$ cat src/rtl/sreg_pkg.sv
// ============================================================================
// Module   : sreg_pkg
// Brief    : Shared state encoding and default geometry for the sreg links.
// Revision : 1.0 - initial release
// ============================================================================
`default_nettype none

package sreg_pkg;

    localparam int C_DWIDTH = 8;
    localparam int C_CLKDIV = 2;

    typedef enum logic [1:0] {
        ST_IDLE  = 2'd0,
        ST_SHIFT = 2'd1,
        ST_DONE  = 2'd2
    } state_t;

endpackage

`default_nettype wire

$ cat src/rtl/sreg_tx_if.sv
// ============================================================================
// Module   : sreg_tx_if
// Brief    : Load handshake and serial-link bundle of the sreg transmitter.
// Revision : 1.0 - initial release
// ============================================================================
`default_nettype none

interface sreg_tx_if #(
    parameter int DWIDTH = sreg_pkg::C_DWIDTH
);

    logic [DWIDTH-1:0] data_in;
    logic              load_n;
    logic              busy;
    logic              done;
    logic              sclk;
    logic              sdo;
    logic [7:0]        debug;

    modport master (
        output data_in,
        output load_n,
        input  busy,
        input  done,
        input  sclk,
        input  sdo,
        input  debug
    );

    modport slave (
        input  data_in,
        input  load_n,
        output busy,
        output done,
        output sclk,
        output sdo,
        output debug
    );

endinterface

`default_nettype wire

$ cat src/rtl/sreg_tx_tick.sv
// ============================================================================
// Module   : sreg_tx_tick
// Brief    : Bit-period divider; produces the sclk level and a bit_end strobe.
// Revision : 1.0 - initial release
// ============================================================================
`default_nettype none

module sreg_tx_tick #(
    parameter int CLKDIV = sreg_pkg::C_CLKDIV
) (
    input  wire logic clk,
    input  wire logic rst_n,
    input  wire logic clear,
    input  wire logic run,
    output logic      sclk_level,
    output logic      bit_end
);

    localparam int                C_DIVW     = $clog2(2 * CLKDIV);
    localparam logic [C_DIVW-1:0] C_DIV_LAST = C_DIVW'(2 * CLKDIV - 1);
    localparam logic [C_DIVW-1:0] C_DIV_HALF = C_DIVW'(CLKDIV);
    localparam logic [C_DIVW-1:0] C_DIV_ONE  = C_DIVW'(1);

    logic [C_DIVW-1:0] r_divcnt;

    always_ff @(posedge clk or negedge rst_n) begin
        if (!rst_n) begin
            r_divcnt <= '0;
        end else if (clear || !run) begin
            r_divcnt <= '0;
        end else if (r_divcnt == C_DIV_LAST) begin
            r_divcnt <= '0;
        end else begin
            r_divcnt <= r_divcnt + C_DIV_ONE;
        end
    end

    assign sclk_level = run && (r_divcnt >= C_DIV_HALF);
    assign bit_end    = run && (r_divcnt == C_DIV_LAST);

endmodule

`default_nettype wire

$ cat src/rtl/sreg_tx.sv
// ============================================================================
// Module   : sreg_tx
// Brief    : Parallel-in, MSB-first serial transmitter with generated sclk.
//            Optional trailing even-parity bit when SREG_TX_PARITY_EN is defined.
// Revision : 1.0 - initial release
// ============================================================================
`default_nettype none

module sreg_tx
    import sreg_pkg::*;
#(
    parameter int DWIDTH = C_DWIDTH,
    parameter int CLKDIV = C_CLKDIV
) (
    input  wire logic clk,
    input  wire logic rst_n,
    sreg_tx_if.slave  bus
);

`ifdef SREG_TX_PARITY_EN
    localparam int NBITS = DWIDTH + 1;
`else
    localparam int NBITS = DWIDTH;
`endif

    localparam int                C_CNTW     = $clog2(NBITS + 1);
    localparam logic [C_CNTW-1:0] C_BIT_LAST = C_CNTW'(NBITS - 1);
    localparam logic [C_CNTW-1:0] C_CNT_ONE  = C_CNTW'(1);

    state_t            r_state;
    logic [DWIDTH-1:0] r_shreg;
    logic [C_CNTW-1:0] r_bitcnt;
    logic              r_busy;
    logic              r_done;

    logic              w_load;
    logic              w_run;
    logic              w_sclk_level;
    logic              w_bit_end;
    logic [DWIDTH-1:0] w_shift_next;

    assign w_load = (r_state == ST_IDLE) && !bus.load_n;
    assign w_run  = (r_state == ST_SHIFT);

    sreg_tx_tick #(
        .CLKDIV     (CLKDIV)
    ) u_tick (
        .clk        (clk),
        .rst_n      (rst_n),
        .clear      (w_load),
        .run        (w_run),
        .sclk_level (w_sclk_level),
        .bit_end    (w_bit_end)
    );

`ifdef SREG_TX_PARITY_EN
    logic r_parity;

    always_ff @(posedge clk or negedge rst_n) begin
        if (!rst_n) begin
            r_parity <= 1'b0;
        end else if (w_load) begin
            r_parity <= ^bus.data_in;
        end
    end

    // The last data shift lands the parity bit in the MSB for the final period.
    assign w_shift_next = (r_bitcnt == C_CNT_ONE)
                        ? {r_parity, r_shreg[DWIDTH-3:0], 1'b0}
                        : {r_shreg[DWIDTH-2:0], 1'b0};
`else
    assign w_shift_next = {r_shreg[DWIDTH-2:0], 1'b0};
`endif

    always_ff @(posedge clk or negedge rst_n) begin
        if (!rst_n) begin
            r_state  <= ST_IDLE;
            r_shreg  <= '0;
            r_bitcnt <= '0;
            r_busy   <= 1'b0;
            r_done   <= 1'b0;
        end else begin
            r_done <= 1'b0;
            case (r_state)
                ST_IDLE: begin
                    if (!bus.load_n) begin
                        r_shreg  <= bus.data_in;
                        r_bitcnt <= C_BIT_LAST;
                        r_state  <= ST_SHIFT;
                        r_busy   <= 1'b1;
                    end
                end
                ST_SHIFT: begin
                    if (w_bit_end) begin
                        if (r_bitcnt == '0) begin
                            r_state <= ST_DONE;
                            r_done  <= 1'b1;
                        end else begin
                            r_shreg  <= w_shift_next;
                            r_bitcnt <= r_bitcnt - C_CNT_ONE;
                        end
                    end
                end
                ST_DONE: begin
                    r_state <= ST_IDLE;
                    r_busy  <= 1'b0;
                end
                default: begin
                    r_state <= ST_IDLE;
                    r_busy  <= 1'b0;
                end
            endcase
        end
    end

    assign bus.busy  = r_busy;
    assign bus.done  = r_done;
    assign bus.sclk  = w_sclk_level;
    assign bus.sdo   = w_run & r_shreg[DWIDTH-1];
    assign bus.debug = r_shreg[7:0];

endmodule

`default_nettype wire

$ cat src/flat_wrapper.sv
// flat-port wrapper written by rule: the top's interface ports become plain ports
module sreg_tx_flat import sreg_pkg::*;
#(
    parameter int DWIDTH = C_DWIDTH,
    parameter int CLKDIV = C_CLKDIV
)
  (clk, rst_n, bus_data_in, bus_load_n, bus_busy, bus_done, bus_sclk, bus_sdo, bus_debug);
  sreg_tx_if #(.DWIDTH(DWIDTH)) bus_i ();
  input  wire logic clk;
  input  wire logic rst_n;
  input wire logic [$bits(bus_i.data_in)-1:0] bus_data_in;
  input wire logic [$bits(bus_i.load_n)-1:0] bus_load_n;
  output wire logic [$bits(bus_i.busy)-1:0] bus_busy;
  output wire logic [$bits(bus_i.done)-1:0] bus_done;
  output wire logic [$bits(bus_i.sclk)-1:0] bus_sclk;
  output wire logic [$bits(bus_i.sdo)-1:0] bus_sdo;
  output wire logic [$bits(bus_i.debug)-1:0] bus_debug;
  assign bus_i.data_in = bus_data_in;
  assign bus_i.load_n = bus_load_n;
  assign bus_busy = bus_i.busy;
  assign bus_done = bus_i.done;
  assign bus_sclk = bus_i.sclk;
  assign bus_sdo = bus_i.sdo;
  assign bus_debug = bus_i.debug;
  sreg_tx #(.DWIDTH(DWIDTH), .CLKDIV(CLKDIV)) u_core (.clk(clk), .rst_n(rst_n), .bus(bus_i));
endmodule
$ cat config.mk
export PLATFORM = sky130hd
export DESIGN_NAME = sreg_tx_flat
export DESIGN_NICKNAME = d
export VERILOG_FILES = /design/src/rtl/sreg_pkg.sv /design/src/rtl/sreg_tx_if.sv /design/src/rtl/sreg_tx_tick.sv /design/src/rtl/sreg_tx.sv /design/src/flat_wrapper.sv
export SDC_FILE = /design/constraint.sdc
export NUM_CORES = 1
export LEC_CHECK = 0
export ABC_AREA = 1
export BUFFER_PORTS_ARGS = -buffer_cell sky130_fd_sc_hd__buf_2
export CORE_AREA = 2 2 54 61
export DETAILED_ROUTE_END_ITERATION = 8
export DIE_AREA = 0 0 56 63
export HOLD_SLACK_MARGIN = 0.03
export MAX_ROUTING_LAYER = met4
export SYNTH_ARGS = -nofsm -noshare
export SYNTH_HDL_FRONTEND = slang
export SYNTH_HIERARCHICAL = 1
export SYNTH_SLANG_ARGS = --single-unit
$ cat constraint.sdc
create_clock -name clk -period 1.3 [get_ports clk]
set_input_delay 0 -clock clk [delete_from_list [all_inputs] [get_ports clk]]
set_output_delay 0 -clock clk [all_outputs]
set_load 0.02 [all_outputs]
==> reports/qor.yml <==
drtIter0Drc: 18
synthFlopType: "dfrtp_1"
finalPower_mw: 4.100
power_frac_comb: 0.684
yosysTopAreaCell: "dfrtp_1"
dpl_worst_slack_ns: -0.1170
die_h_um: 63
max_freq_mhz: 724.1
drtPass1Iterations: 4
fin_ws_ns: -0.08102
grt.busiest_layer: "met2"
grt_max_degree: 19
post-route-drc-count: 0
port-buffer-count: 22
worst_clock_skew_ns: 0.007399
setup_tns_ns: -0.7271
initial_core_util: 0.3316
switchingPower_mw: 1.997
clk_pin_slew_worst_paths_ns: 0.11
hold_path_class: "in -> reg"
dp_hpwl_mm: 1.514
grtUsageMet2: 0.2265
grt_pass1_wl_mm: 3.808
grt_pass1_vias: 914
synth_area_um2: 975.9
cp.arrival_ns: 1.57
synth_commonest_cells: "60 x nand2_1, 18 x dfrtp_1, 12 x inv_1, 11 x nand3_1, 10 x nor2_1"
setup_viol: 12
grtUsageMet1: 0.1693
route.vias.total: 913
design.core.area_um2: 2943
num_io_pins: 23
postSynth.asyncResetShare: 1.000
slew_violations: 0
cts_buffer_depth: 2
vdd_ir_drop_max_uv: 1488
ys_types: 17
syn-num-nets: 146
diodes: 0
htreeDepth: 1
insertion_delay_ns: 0.29
sw_frac_of_total: 0.4871
run_status: "finished, violations left"
drive_above_1_share: 0.3294
min_from: "bus_data_in[4]"
cp-end-kind: "flop"
die_area_um2: 3528
internal_power_mw: 2.103
ant_nets: 0
relSlewSlack: 0.7259
synth_edf_count: 0
power_density_nw_per_um2: 3130
netlist_instances: 132
finalCriticalPeriod_ns: 1.381
rsz0062_at_grt: "yes"
fin_crit_sh: 1.062
dieWidth_um: 56
final_nets: 185
routedWlPerCell_um: 10.74
netlist_top_cells_area: "dfrtp_1 46%, nand2_1 23%, nand3_1 5.6%"
critPathKind: "reg -> reg"
ys_seq_area_frac: 0.4615
clock_sinks: 18
maxCapViolCount: 0
row_count: 21
power_frac_clock: 0.084
drt_wl_total_mm: 2.191
worstPathRequired_ns: 1.49
cts_root_buffer: "clkbuf_4"
violations: "setup timing"
power_frac_seq: 0.232
gr-total-overflow: 0
start_kind: "flop"
vias_per_cell: 4.475
hold_viol: 0
yosysWarnings: 6
yosysMostFrequentCell: "nand2_1"
max_slew.worst_pin.slew_ns: 0.4112
grt_usage: 0.1373
crit_fanout: 3
place_area_um2: 1172
synth_top_area_share: 0.4615
antenna_found_initial: 0
postSynthAreaPerCell_um2: 7.393
cp-startpoint: "u_core/u_tick/r_divcnt[0]$_DFF_PN0_"
area_growth_pct: 34.23
place_congestion: 0.7611
cts-buffers-inserted: 3
ys_seq_elements: 18
cts_tree: "done"
grtUsageMet3: 0.02484
leakagePower_nw: 0.7666
fin_area_um2: 1310
reg2reg_from: "u_core/u_tick/r_divcnt[0]$_DFF_PN0_"
## per-stage QoR
step                utilization  cells  hold slack, ns
floorplan                     -    132         -0.2956
detailed placement       0.3984    192        -0.03432
finish                   0.4452    204         0.04801
global route             0.4452    204         0.05795
CTS                      0.4426    203         0.03811
global placement         0.3984    192        -0.04194
## power groups by stage
stage	clock network [mW]	logic (mW)	registers, mW
2_1_floorplan	0	1.70	1.07
3_3_place_gp	0	2.40	0.954
3_5_place_dp	0	2.45	0.963
4_1_cts	0.366	2.81	0.953
5_1_grt	0.391	3.12	0.979
6_report	0.345	2.80	0.952
## sequential cells by signal (all words and copies together) (netlist names)
name                    flops
u_core/r_state              2
u_core/bus.debug            8
u_core/r_bitcnt             4
u_core/u_tick/r_divcnt      2
u_core/bus.busy             1
u_core/bus.done             1
## what timing repair did
action | 4_1_cts | 5_1_grt
cloned | 1 | 0
pin swaps | 5 | 2
endpoints found under the hold margin | 20 | 0
buffers inserted | 3 | 2
endpoints found under the setup margin | 13 | 19
hold buffers | 3 | 0
gates resized for setup | 10 | 3
## final timing paths
kind,endpoint,slack [ns],cells past startpoint
max,u_core/r_bitcnt[3]$_DFFE_PN0P_,-0.08,9
max in group asynchronous,u_core/r_state[0]$_DFFE_PN0P_,0.85,2
min reg2reg,u_core/bus.busy$_DFFE_PN0P_,0.49,2
min,u_core/bus.debug[4]$_DFFE_PN0P_,0.05,5
min in group asynchronous,u_core/bus.debug[1]$_DFFE_PN0P_,0.16,2
max reg2reg,u_core/r_bitcnt[3]$_DFFE_PN0P_,-0.08,9
## cell families (layout without fill, tap and decap cells)
kind of cell             count (synthesis)  count (layout)  synth area share
XOR/XNOR                                 1               1          0.008976
buffers and inverters                   19              56           0.09358
AND/OR/NAND/NOR                         90              91            0.3923
flip-flops                              18              18            0.4615
adder cells (fa/ha/maj)                  3               3           0.03847
AO/OA/AOI/OAI                            1               1          0.005123
## critical path, cell delays in order, from the launching register on
cell and delay [ns]:
dfrtp_1 0.40, ha_2 0.19, nand2_1 0.06, inv_1 0.04
nand3b_1 0.19, nand2_2 0.14, buf_6 0.13, a21oi_2 0.03
nand2_1 0.05, nand2_1 0.04
## layout by cell type (no fill, tap or decap)
| cell | synthesis | final |
|---|---|---|
| nand2_1 | 60 | 59 |
| buf_2 | 1 | 21 |
| dfrtp_1 | 18 | 18 |
| buf_4 | 3 | 12 |
| nand3_1 | 11 | 11 |
| inv_1 | 12 | 10 |
| nor2_1 | 10 | 9 |
| nand2_2 | 3 | 4 |
| clkbuf_4 | 0 | 3 |
| nand2_4 | 2 | 3 |
| dlygate4sd3_1 | 0 | 3 |
| inv_2 | 2 | 3 |
| nor2_2 | 1 | 2 |
| nor3_2 | 0 | 2 |
| ha_1 | 3 | 2 |
| clkbuf_8 | 0 | 1 |
| nand3b_1 | 1 | 1 |
| inv_6 | 0 | 1 |
| a21oi_2 | 0 | 1 |
| xnor2_1 | 1 | 1 |
| buf_6 | 1 | 1 |
| buf_12 | 0 | 1 |
| ha_2 | 0 | 1 |
## per-layer routing
layer | share of wire | wire [um] | vias up
met4 | 0.011 | 24 | 0
met2 | 0.50 | 1104 | 18
met1 | 0.45 | 979 | 420
met5 | 0 | 0 | -
met3 | 0.038 | 83 | 2
li1 | - | - | 473
## area by class of cell
type                            instances  area (um^2)
Clock buffer                            4        36.28
Inverter                               14        57.56
Sequential cell                        18        450.4
Tap cell                               34        42.54
Fill cell                             303         1633
Multi-Input combinational cell         96        466.7
Timing Repair Buffer                   38        256.5
Note: power is estimated with default switching activity, not from simulation.
